[src/rtl/alu_issue_stage_pkg.sv]
// Shared types and encodings for the ALU issue stage: ALU op codes, MIPS-I opcode/funct
// constants, the decoded-issue record and the skid buffer states.
package alu_issue_stage_pkg;

  localparam int ALU_CTRL_WIDTH = 5;

  typedef enum logic [ALU_CTRL_WIDTH-1:0] {
    ALU_OP_ADD  = 5'd0,  ALU_OP_ADDU = 5'd1,  ALU_OP_SUB  = 5'd2,  ALU_OP_SUBU = 5'd3,
    ALU_OP_AND  = 5'd4,  ALU_OP_OR   = 5'd5,  ALU_OP_XOR  = 5'd6,  ALU_OP_NOR  = 5'd7,
    ALU_OP_SLT  = 5'd8,  ALU_OP_SLTU = 5'd9,  ALU_OP_SLL  = 5'd10, ALU_OP_SRL  = 5'd11,
    ALU_OP_SRA  = 5'd12, ALU_OP_LUI  = 5'd13, ALU_OP_EQ   = 5'd14, ALU_OP_NEQ  = 5'd15,
    ALU_OP_LEZ  = 5'd16, ALU_OP_GTZ  = 5'd17, ALU_OP_LTZ  = 5'd18, ALU_OP_GEZ  = 5'd19,
    ALU_OP_OP2  = 5'd20
  } alu_op_e;

  localparam logic [5:0] OPC_SPECIAL = 6'h00, OPC_REGIMM = 6'h01;
  localparam logic [5:0] OPC_BEQ   = 6'h04, OPC_BNE   = 6'h05, OPC_BLEZ  = 6'h06, OPC_BGTZ = 6'h07;
  localparam logic [5:0] OPC_ADDI  = 6'h08, OPC_ADDIU = 6'h09, OPC_SLTI  = 6'h0A, OPC_SLTIU = 6'h0B;
  localparam logic [5:0] OPC_ANDI  = 6'h0C, OPC_ORI   = 6'h0D, OPC_XORI  = 6'h0E, OPC_LUI  = 6'h0F;
  localparam logic [5:0] OPC_LB    = 6'h20, OPC_LH    = 6'h21, OPC_LW    = 6'h23;
  localparam logic [5:0] OPC_LBU   = 6'h24, OPC_LHU   = 6'h25;
  localparam logic [5:0] OPC_SB    = 6'h28, OPC_SH    = 6'h29, OPC_SW    = 6'h2B;

  localparam logic [5:0] FN_SLL  = 6'h00, FN_SRL  = 6'h02, FN_SRA  = 6'h03;
  localparam logic [5:0] FN_SLLV = 6'h04, FN_SRLV = 6'h06, FN_SRAV = 6'h07;
  localparam logic [5:0] FN_ADD  = 6'h20, FN_ADDU = 6'h21, FN_SUB  = 6'h22, FN_SUBU = 6'h23;
  localparam logic [5:0] FN_AND  = 6'h24, FN_OR   = 6'h25, FN_XOR  = 6'h26, FN_NOR  = 6'h27;
  localparam logic [5:0] FN_SLT  = 6'h2A, FN_SLTU = 6'h2B;

  typedef struct packed {
    alu_op_e     ctrl;
    logic [31:0] op1;
    logic [31:0] op2;
    logic        ovf_chk;
    logic        wr_en;
    logic [4:0]  wr_reg;
    logic        illegal;
  } issue_t;

  typedef enum logic [1:0] {ST_EMPTY, ST_ONE, ST_TWO} skid_st_e;

  function automatic logic [31:0] sext16(input logic [15:0] imm);
    return {{16{imm[15]}}, imm};
  endfunction

endpackage

[src/rtl/alu_issue_stage_if.sv]
// Valid/ready handshake bundle for the issue stage: regfile side in, EX side out.
interface alu_issue_stage_if
  import alu_issue_stage_pkg::*;
#(parameter int CTRL_W = ALU_CTRL_WIDTH);
  logic              in_valid;
  logic              in_ready;
  logic [31:0]       in_instr;
  logic [31:0]       rs_data;
  logic [31:0]       rt_data;
  logic              out_valid;
  logic              out_ready;
  logic [CTRL_W-1:0] out_ctrl;
  logic [31:0]       out_op1;
  logic [31:0]       out_op2;
  logic              out_ovf_chk;
  logic              out_wr_en;
  logic [4:0]        out_wr_reg;
  logic              out_illegal;

  modport master (
    output in_valid, in_instr, rs_data, rt_data, out_ready,
    input  in_ready, out_valid, out_ctrl, out_op1, out_op2, out_ovf_chk,
           out_wr_en, out_wr_reg, out_illegal
  );

  modport slave (
    input  in_valid, in_instr, rs_data, rt_data, out_ready,
    output in_ready, out_valid, out_ctrl, out_op1, out_op2, out_ovf_chk,
           out_wr_en, out_wr_reg, out_illegal
  );
endinterface

[src/rtl/alu_issue_stage_decode.sv]
// Combinational MIPS-I decode into ALU ctrl/operands and writeback info.
module alu_issue_decode
  import alu_issue_stage_pkg::*;
(
  input  logic [31:0] instr,
  input  logic [31:0] rs_val,
  input  logic [31:0] rt_val,
  output issue_t      dec
);
  logic [5:0]  opc, funct;
  logic [4:0]  rt_f, rd_f, sa;
  logic [15:0] imm;
  logic        ill;
  logic        unused_rs_f;

  assign opc   = instr[31:26];
  assign rt_f  = instr[20:16];
  assign rd_f  = instr[15:11];
  assign sa    = instr[10:6];
  assign funct = instr[5:0];
  assign imm   = instr[15:0];
  // rs field only matters to operand forwarding upstream
  assign unused_rs_f = ^instr[25:21];

  always_comb begin
    dec        = '0;
    dec.ctrl   = ALU_OP_OP2;
    dec.op1    = rs_val;
    dec.op2    = rt_val;
    dec.wr_reg = rt_f;
    ill        = 1'b0;
    case (opc)
      OPC_SPECIAL: begin
        dec.wr_reg = rd_f;
        dec.wr_en  = 1'b1;
        case (funct)
          FN_ADD:  begin dec.ctrl = ALU_OP_ADD; dec.ovf_chk = 1'b1; end
          FN_ADDU: dec.ctrl = ALU_OP_ADDU;
          FN_SUB:  begin dec.ctrl = ALU_OP_SUB; dec.ovf_chk = 1'b1; end
          FN_SUBU: dec.ctrl = ALU_OP_SUBU;
          FN_AND:  dec.ctrl = ALU_OP_AND;
          FN_OR:   dec.ctrl = ALU_OP_OR;
          FN_XOR:  dec.ctrl = ALU_OP_XOR;
          FN_NOR:  dec.ctrl = ALU_OP_NOR;
          FN_SLT:  dec.ctrl = ALU_OP_SLT;
          FN_SLTU: dec.ctrl = ALU_OP_SLTU;
          FN_SLL:  begin dec.ctrl = ALU_OP_SLL; dec.op1 = {27'd0, sa}; end
          FN_SRL:  begin dec.ctrl = ALU_OP_SRL; dec.op1 = {27'd0, sa}; end
          FN_SRA:  begin dec.ctrl = ALU_OP_SRA; dec.op1 = {27'd0, sa}; end
          FN_SLLV: dec.ctrl = ALU_OP_SLL;
          FN_SRLV: dec.ctrl = ALU_OP_SRL;
          FN_SRAV: dec.ctrl = ALU_OP_SRA;
          default: ill = 1'b1;
        endcase
      end
      OPC_REGIMM: begin
        if (rt_f == 5'd0)      dec.ctrl = ALU_OP_LTZ;
        else if (rt_f == 5'd1) dec.ctrl = ALU_OP_GEZ;
        else                   ill = 1'b1;
      end
      OPC_BEQ:  dec.ctrl = ALU_OP_EQ;
      OPC_BNE:  dec.ctrl = ALU_OP_NEQ;
      OPC_BLEZ: dec.ctrl = ALU_OP_LEZ;
      OPC_BGTZ: dec.ctrl = ALU_OP_GTZ;
      OPC_ADDI:  begin dec.ctrl = ALU_OP_ADD;  dec.op2 = sext16(imm); dec.wr_en = 1'b1; dec.ovf_chk = 1'b1; end
      OPC_ADDIU: begin dec.ctrl = ALU_OP_ADDU; dec.op2 = sext16(imm); dec.wr_en = 1'b1; end
      OPC_SLTI:  begin dec.ctrl = ALU_OP_SLT;  dec.op2 = sext16(imm); dec.wr_en = 1'b1; end
      OPC_SLTIU: begin dec.ctrl = ALU_OP_SLTU; dec.op2 = sext16(imm); dec.wr_en = 1'b1; end
      OPC_ANDI:  begin dec.ctrl = ALU_OP_AND;  dec.op2 = {16'd0, imm}; dec.wr_en = 1'b1; end
      OPC_ORI:   begin dec.ctrl = ALU_OP_OR;   dec.op2 = {16'd0, imm}; dec.wr_en = 1'b1; end
      OPC_XORI:  begin dec.ctrl = ALU_OP_XOR;  dec.op2 = {16'd0, imm}; dec.wr_en = 1'b1; end
      OPC_LUI:   begin dec.ctrl = ALU_OP_LUI;  dec.op2 = {16'd0, imm}; dec.wr_en = 1'b1; end
      OPC_LB, OPC_LH, OPC_LW, OPC_LBU, OPC_LHU: begin
        dec.ctrl = ALU_OP_ADDU; dec.op2 = sext16(imm); dec.wr_en = 1'b1;
      end
      OPC_SB, OPC_SH, OPC_SW: begin
        dec.ctrl = ALU_OP_ADDU; dec.op2 = sext16(imm);
      end
      default: ill = 1'b1;
    endcase

    if (ill) begin
      dec.ctrl    = ALU_OP_OP2;
      dec.wr_en   = 1'b0;
      dec.wr_reg  = 5'd0;
      dec.ovf_chk = 1'b0;
      dec.illegal = 1'b1;
    end
    // $zero is never a real destination
    if (dec.wr_reg == 5'd0) dec.wr_en = 1'b0;
  end
endmodule

[src/rtl/alu_issue_stage.sv]
// ID->EX issue stage: decode, then a 2-entry skid buffer toward the ALU.
// Optional ALU_ISSUE_FWD_EN adds EX->ID operand forwarding ports.
module alu_issue_stage
  import alu_issue_stage_pkg::*;
#(parameter int ALUCTRL_WIDTH = ALU_CTRL_WIDTH)
(
  input  logic        clk,
  input  logic        rst,
  input  logic        flush,
`ifdef ALU_ISSUE_FWD_EN
  input  logic        ex_wr_en,
  input  logic [4:0]  ex_wr_reg,
  input  logic [31:0] ex_res,
`endif
  alu_issue_stage_if.slave bus
);
  skid_st_e    state, state_nxt;
  logic        in_rdy_q;
  logic        in_xfer, out_xfer, out_vld;
  logic        ld_main, ld_main_skid, ld_skid;
  logic [31:0] rs_val, rt_val;
  issue_t      dec, main_q, skid_q;

`ifdef ALU_ISSUE_FWD_EN
  logic [4:0] rs_f, rt_f;
  assign rs_f   = bus.in_instr[25:21];
  assign rt_f   = bus.in_instr[20:16];
  assign rs_val = (ex_wr_en && ex_wr_reg == rs_f && rs_f != 5'd0) ? ex_res : bus.rs_data;
  assign rt_val = (ex_wr_en && ex_wr_reg == rt_f && rt_f != 5'd0) ? ex_res : bus.rt_data;
`else
  assign rs_val = bus.rs_data;
  assign rt_val = bus.rt_data;
`endif

  alu_issue_decode u_dec (
    .instr  (bus.in_instr),
    .rs_val (rs_val),
    .rt_val (rt_val),
    .dec    (dec)
  );

  assign out_vld  = (state != ST_EMPTY);
  assign in_xfer  = bus.in_valid & in_rdy_q;
  assign out_xfer = out_vld & bus.out_ready;

  always_ff @(posedge clk) begin
    if (rst) begin
      state    <= ST_EMPTY;
      in_rdy_q <= 1'b1;
    end else begin
      state    <= state_nxt;
      in_rdy_q <= (state_nxt != ST_TWO);
    end
  end

  always_comb begin
    state_nxt    = state;
    ld_main      = 1'b0;
    ld_main_skid = 1'b0;
    ld_skid      = 1'b0;
    if (flush) begin
      state_nxt = ST_EMPTY;
    end else begin
      case (state)
        ST_EMPTY: if (in_xfer) begin
          state_nxt = ST_ONE;
          ld_main   = 1'b1;
        end
        ST_ONE: begin
          if (in_xfer && out_xfer) begin
            ld_main = 1'b1;
          end else if (in_xfer) begin
            state_nxt = ST_TWO;
            ld_skid   = 1'b1;
          end else if (out_xfer) begin
            state_nxt = ST_EMPTY;
          end
        end
        ST_TWO: if (out_xfer) begin
          state_nxt    = ST_ONE;
          ld_main_skid = 1'b1;
        end
        default: state_nxt = ST_EMPTY;
      endcase
    end
  end

  // main drives the outputs directly, so it only changes on a transfer
  always_ff @(posedge clk) begin
    if (rst) begin
      main_q <= '0;
      skid_q <= '0;
    end else begin
      if (ld_main)           main_q <= dec;
      else if (ld_main_skid) main_q <= skid_q;
      if (ld_skid)           skid_q <= dec;
    end
  end

  assign bus.in_ready    = in_rdy_q;
  assign bus.out_valid   = out_vld;
  assign bus.out_ctrl    = ALUCTRL_WIDTH'(main_q.ctrl);
  assign bus.out_op1     = main_q.op1;
  assign bus.out_op2     = main_q.op2;
  assign bus.out_ovf_chk = main_q.ovf_chk;
  assign bus.out_wr_en   = main_q.wr_en;
  assign bus.out_wr_reg  = main_q.wr_reg;
  assign bus.out_illegal = main_q.illegal;
endmodule

[src/flat_wrapper.sv]
// flat-port wrapper written by rule: the top's interface ports become plain ports
module alu_issue_stage_flat import alu_issue_stage_pkg::*;
#(parameter int ALUCTRL_WIDTH = ALU_CTRL_WIDTH)
  (clk, rst, flush, bus_in_valid, bus_in_instr, bus_rs_data, bus_rt_data, bus_out_ready, bus_in_ready, bus_out_valid, bus_out_ctrl, bus_out_op1, bus_out_op2, bus_out_ovf_chk, bus_out_wr_en, bus_out_wr_reg, bus_out_illegal);
  alu_issue_stage_if #(.CTRL_W(5)) bus_i ();
  input  logic clk;
  input  logic rst;
  input  logic flush;
  input wire logic [$bits(bus_i.in_valid)-1:0] bus_in_valid;
  input wire logic [$bits(bus_i.in_instr)-1:0] bus_in_instr;
  input wire logic [$bits(bus_i.rs_data)-1:0] bus_rs_data;
  input wire logic [$bits(bus_i.rt_data)-1:0] bus_rt_data;
  input wire logic [$bits(bus_i.out_ready)-1:0] bus_out_ready;
  output wire logic [$bits(bus_i.in_ready)-1:0] bus_in_ready;
  output wire logic [$bits(bus_i.out_valid)-1:0] bus_out_valid;
  output wire logic [$bits(bus_i.out_ctrl)-1:0] bus_out_ctrl;
  output wire logic [$bits(bus_i.out_op1)-1:0] bus_out_op1;
  output wire logic [$bits(bus_i.out_op2)-1:0] bus_out_op2;
  output wire logic [$bits(bus_i.out_ovf_chk)-1:0] bus_out_ovf_chk;
  output wire logic [$bits(bus_i.out_wr_en)-1:0] bus_out_wr_en;
  output wire logic [$bits(bus_i.out_wr_reg)-1:0] bus_out_wr_reg;
  output wire logic [$bits(bus_i.out_illegal)-1:0] bus_out_illegal;
  assign bus_i.in_valid = bus_in_valid;
  assign bus_i.in_instr = bus_in_instr;
  assign bus_i.rs_data = bus_rs_data;
  assign bus_i.rt_data = bus_rt_data;
  assign bus_i.out_ready = bus_out_ready;
  assign bus_in_ready = bus_i.in_ready;
  assign bus_out_valid = bus_i.out_valid;
  assign bus_out_ctrl = bus_i.out_ctrl;
  assign bus_out_op1 = bus_i.out_op1;
  assign bus_out_op2 = bus_i.out_op2;
  assign bus_out_ovf_chk = bus_i.out_ovf_chk;
  assign bus_out_wr_en = bus_i.out_wr_en;
  assign bus_out_wr_reg = bus_i.out_wr_reg;
  assign bus_out_illegal = bus_i.out_illegal;
  alu_issue_stage #(.ALUCTRL_WIDTH(ALUCTRL_WIDTH)) u_core (.clk(clk), .rst(rst), .flush(flush), .bus(bus_i));
endmodule
[config.mk]
export PLATFORM = sky130hd
export DESIGN_NAME = alu_issue_stage_flat
export DESIGN_NICKNAME = d
export VERILOG_FILES = /design/src/rtl/alu_issue_stage_pkg.sv /design/src/rtl/alu_issue_stage_if.sv /design/src/rtl/alu_issue_stage_decode.sv /design/src/rtl/alu_issue_stage.sv /design/src/flat_wrapper.sv
export SDC_FILE = /design/constraint.sdc
export NUM_CORES = 1
export LEC_CHECK = 0
export ABC_AREA = 1
export BUFFER_PORTS_ARGS = -buffer_cell sky130_fd_sc_hd__buf_4
export CORE_UTILIZATION = 55
export DETAILED_ROUTE_END_ITERATION = 8
export GPL_ROUTABILITY_DRIVEN = 0
export HOLD_SLACK_MARGIN = 0.03
export PLACE_DENSITY_LB_ADDON = 0.25
export SLEW_MARGIN = 20
export SYNTH_ARGS = -nofsm -noshare
export SYNTH_HDL_FRONTEND = slang
export SYNTH_HIERARCHICAL = 1
export SYNTH_SLANG_ARGS = --single-unit
[constraint.sdc]
create_clock -name clk -period 2.12 [get_ports clk]
set_clock_uncertainty 0.1 [all_clocks]
set_input_delay 0 -clock clk [delete_from_list [all_inputs] [get_ports clk]]
set_output_delay 0 -clock clk [all_outputs]
set_load 0.03 [all_outputs]
==> flow_metrics.py <==
metrics = {
    "grt": {
        "grt-busiest-layer": "met2",
        "grt_use_met3": 0.0641,
        "grt_pass1_wl_um": 40300,
        "use_met1": 0.418,
        "antenna_found_initial": 0,
        "grt_usage": 0.337,
        "grt_max_degree": 78,
        "grtUsageMet2": 0.560,
        "grt_overflow": 0,
        "grt_pass1_vias": 8462,
    },
    "yosys": {
        "syn-num-nets": 1406,
        "synth_top_area_frac": 0.385,
        "yosysMostFrequentCell": "nand2_1",
        "synth_edf_count": 0,
        "ys_types": 31,
        "ys_warn_count": 6,
        "synthCells": 1305,
        "synth.area.top_cells": "dfxtp_1 38%, nand2_1 15%, nand3_1 10%",
        "seq_area_frac_synth": 0.385,
        "ys_ff_latch": 157,
        "ys_top_cells_by_count": "325 x nand2_1, 206 x nor2_1, 171 x nand3_1",
        "synth_ff_type": "dfxtp_1",
        "async_reset_ff_frac": 0,
        "yosys.area.top_type": "dfxtp_1",
        "synth_area_um2": 8170,
        "syn_area_per_cell_um2": 6.26,
    },
    "clock_tree": {
        "cts_made_buffers": 17,
        "clkTransAtPathRegs_ns": 0.06,
        "cts-root-buf": "clkbuf_16",
        "insertion_delay_ns": 0.42,
        "cts_tree": "built",
        "clk_path_buf_depth": 2,
        "htreeDepth": 4,
        "clock-sinks": 157,
    },
    "setup_path": {
        "cp.arrival_ns": 2.27,
        "end_kind": "register",
        "max_stage_delay_ns": 0.58,
        "crit_chain": "dlygate4sd3_1 -> buf_4 -> nor3_4 -> buf_12 -> mux2_2 -> dlygate4sd3_1 -> inv_1 -> nand3_1 -> nand2_1 -> a21oi_1",
        "path_class": "input port to register",
        "reg2reg_slack_ns": 0.10,
        "worst_path_dominant_cell_family": "buffers and inverters",
        "slowest_stage": "dlygate4sd3_1",
        "cpMostUsedCell": "dlygate4sd3_1",
        "crit_buf_inv": 5,
        "cp_max_fo": 5,
        "cp-start-kind": "input port",
        "required_ns": 2.31,
    },
    "timing": {
        "rsz0062_at_grt": "false",
        "fin_crit_sh": 0.978,
        "fin_tns_setup_ns": 0,
        "fmax_mhz": 482,
        "finalHoldViolCount": 0,
        "fin_crit_ns": 2.07,
        "max_slew.worst_pin.slew_ns": 0.969,
        "slew_violations": 0,
        "whs_ns": 0.0672,
        "finalSetupViolCount": 0,
        "relSlewSlack": 0.353,
        "worst_slack_ns": 0.0457,
    },
    "floorplan": {
        "placementRows": 44,
        "die_area_um2": 15400,
        "die_w_um": 124,
        "start_util": 0.562,
        "pin_count": 180,
        "die_h_um": 124,
        "core_region_area_um2": 14500,
    },
    "cells_and_area": {
        "nets": 1637,
        "antenna_cells": 0,
        "final_util": 0.774,
        "instances_no_fill": 1733,
        "drive_gt1_frac": 0.174,
        "top_register": "u_core/skid_q",
        "syn2layout_area_growth_pct": 37.7,
        "largest_reg_flops": 77,
        "fin_area_um2": 11300,
    },
    "placed_design": {
        "dp.cells": 1598,
        "placed_cell_area_um2": 9570,
        "dpl.hpwl_um": 14700,
        "preCtsSetupSlack_ns": -0.297,
        "io_buffers": 174,
    },
    "detailed_routing": {
        "viasPerCell": 5.47,
        "drc": 0,
        "wl_per_cell_um": 15.5,
        "wl_um": 26800,
        "vias": 9472,
        "firstDrtPassIters": 6,
        "postRouteAntennaNets": 0,
        "drt_iter0_drc": 1233,
    },
    "power_and_ir_drop": {
        "leakagePower_nw": 5.74,
        "ir_drop_v": 0.000487,
        "power_mw": 7.95,
        "power.density_nw_per_um2": 707,
    },
    "run": {
        "drv_cap": 0,
    },
    "hold_path": {
        "hold_class": "input port to register",
    },
    "run_status": {
        "status": "finished, final reports clean",
    },
}
final timing paths:
kind | from | to | cells past startpoint
worst max-delay path | bus_in_instr[2] | u_core/bus.out_op1[1]$_SDFFE_PP0P_ | 10
worst min register to register | u_core/bus.out_op1[11]$_SDFFE_PP0P_ | u_core/bus.out_op1[11]$_SDFFE_PP0P_ | 2
worst min-delay path | bus_in_instr[1] | u_core/skid_q[72]$_SDFFE_PP0P_ | 7
worst max register to register | u_core/bus.in_ready$_SDFF_PP1_ | u_core/bus.in_ready$_SDFF_PP1_ | 7
layout make-up:
class / count / area, um^2
inverters: 139 / 522
flip-flops and latches: 157 / 3140
clock inverters: 5 / 100
repair buffers: 304 / 2650
multi-input cells: 917 / 4080
well taps: 184 / 230
fillers: 1090 / 3280
clock buffers: 27 / 533
logic make-up (layout without fill, tap and decap cells):
group                  Yosys count  after routing  share of synthesized area
buffers and inverters          232            475                      0.120
flip-flops                     157            157                      0.385
AO/OA/AOI/OAI                  186            186                      0.116
AND/OR/NAND/NOR                725            726                      0.372
multiplexers                     5              5                    0.00689
timing repair:
item                                    in CTS  in global routing
endpoints found under the setup margin       0                 10
gates resized for setup                      0                  1
hold endpoints to repair                   135                  0
buffers inserted                             0                 10
hold buffers                                90                  0
layer usage:
metal	up-vias	routed length [um]
li1	4577	-
met1	4269	10500
met2	548	12800
met3	78	2580
met4	0	877
met5	-	0
power by group:
group | switching, mW | internal [mW]
Combinational | 0.897 | 0.620
Sequential | 0.0865 | 3.09
Clock | 1.19 | 2.07
worst register-to-register path, delay by kind of cell, from the launching register on:
kind | cells | cell delay, ns
buffers and inverters | 3 | 0.85
flip-flops | 1 | 0.34
AND/OR/NAND/NOR | 4 | 0.63
cells in the final DEF, fill, tap and decap left out, drive strengths merged:
cell type,Yosys,final
buf,44,212
nand3b,1,1
clkinv,0,2
o31ai,3,3
nand2,327,327
o21ai,100,100
mux2,5,5
nand4,7,7
bufinv,0,3
nor3,4,4
nand3,173,173
inv,139,139
clkbuf,49,30
o211ai,2,2
nor2,212,213
dlygate4sd3,0,89
or2,1,1
o2111ai,1,1
dfxtp,157,157
a21oi,80,80
Note: power is estimated with default switching activity, not from simulation.
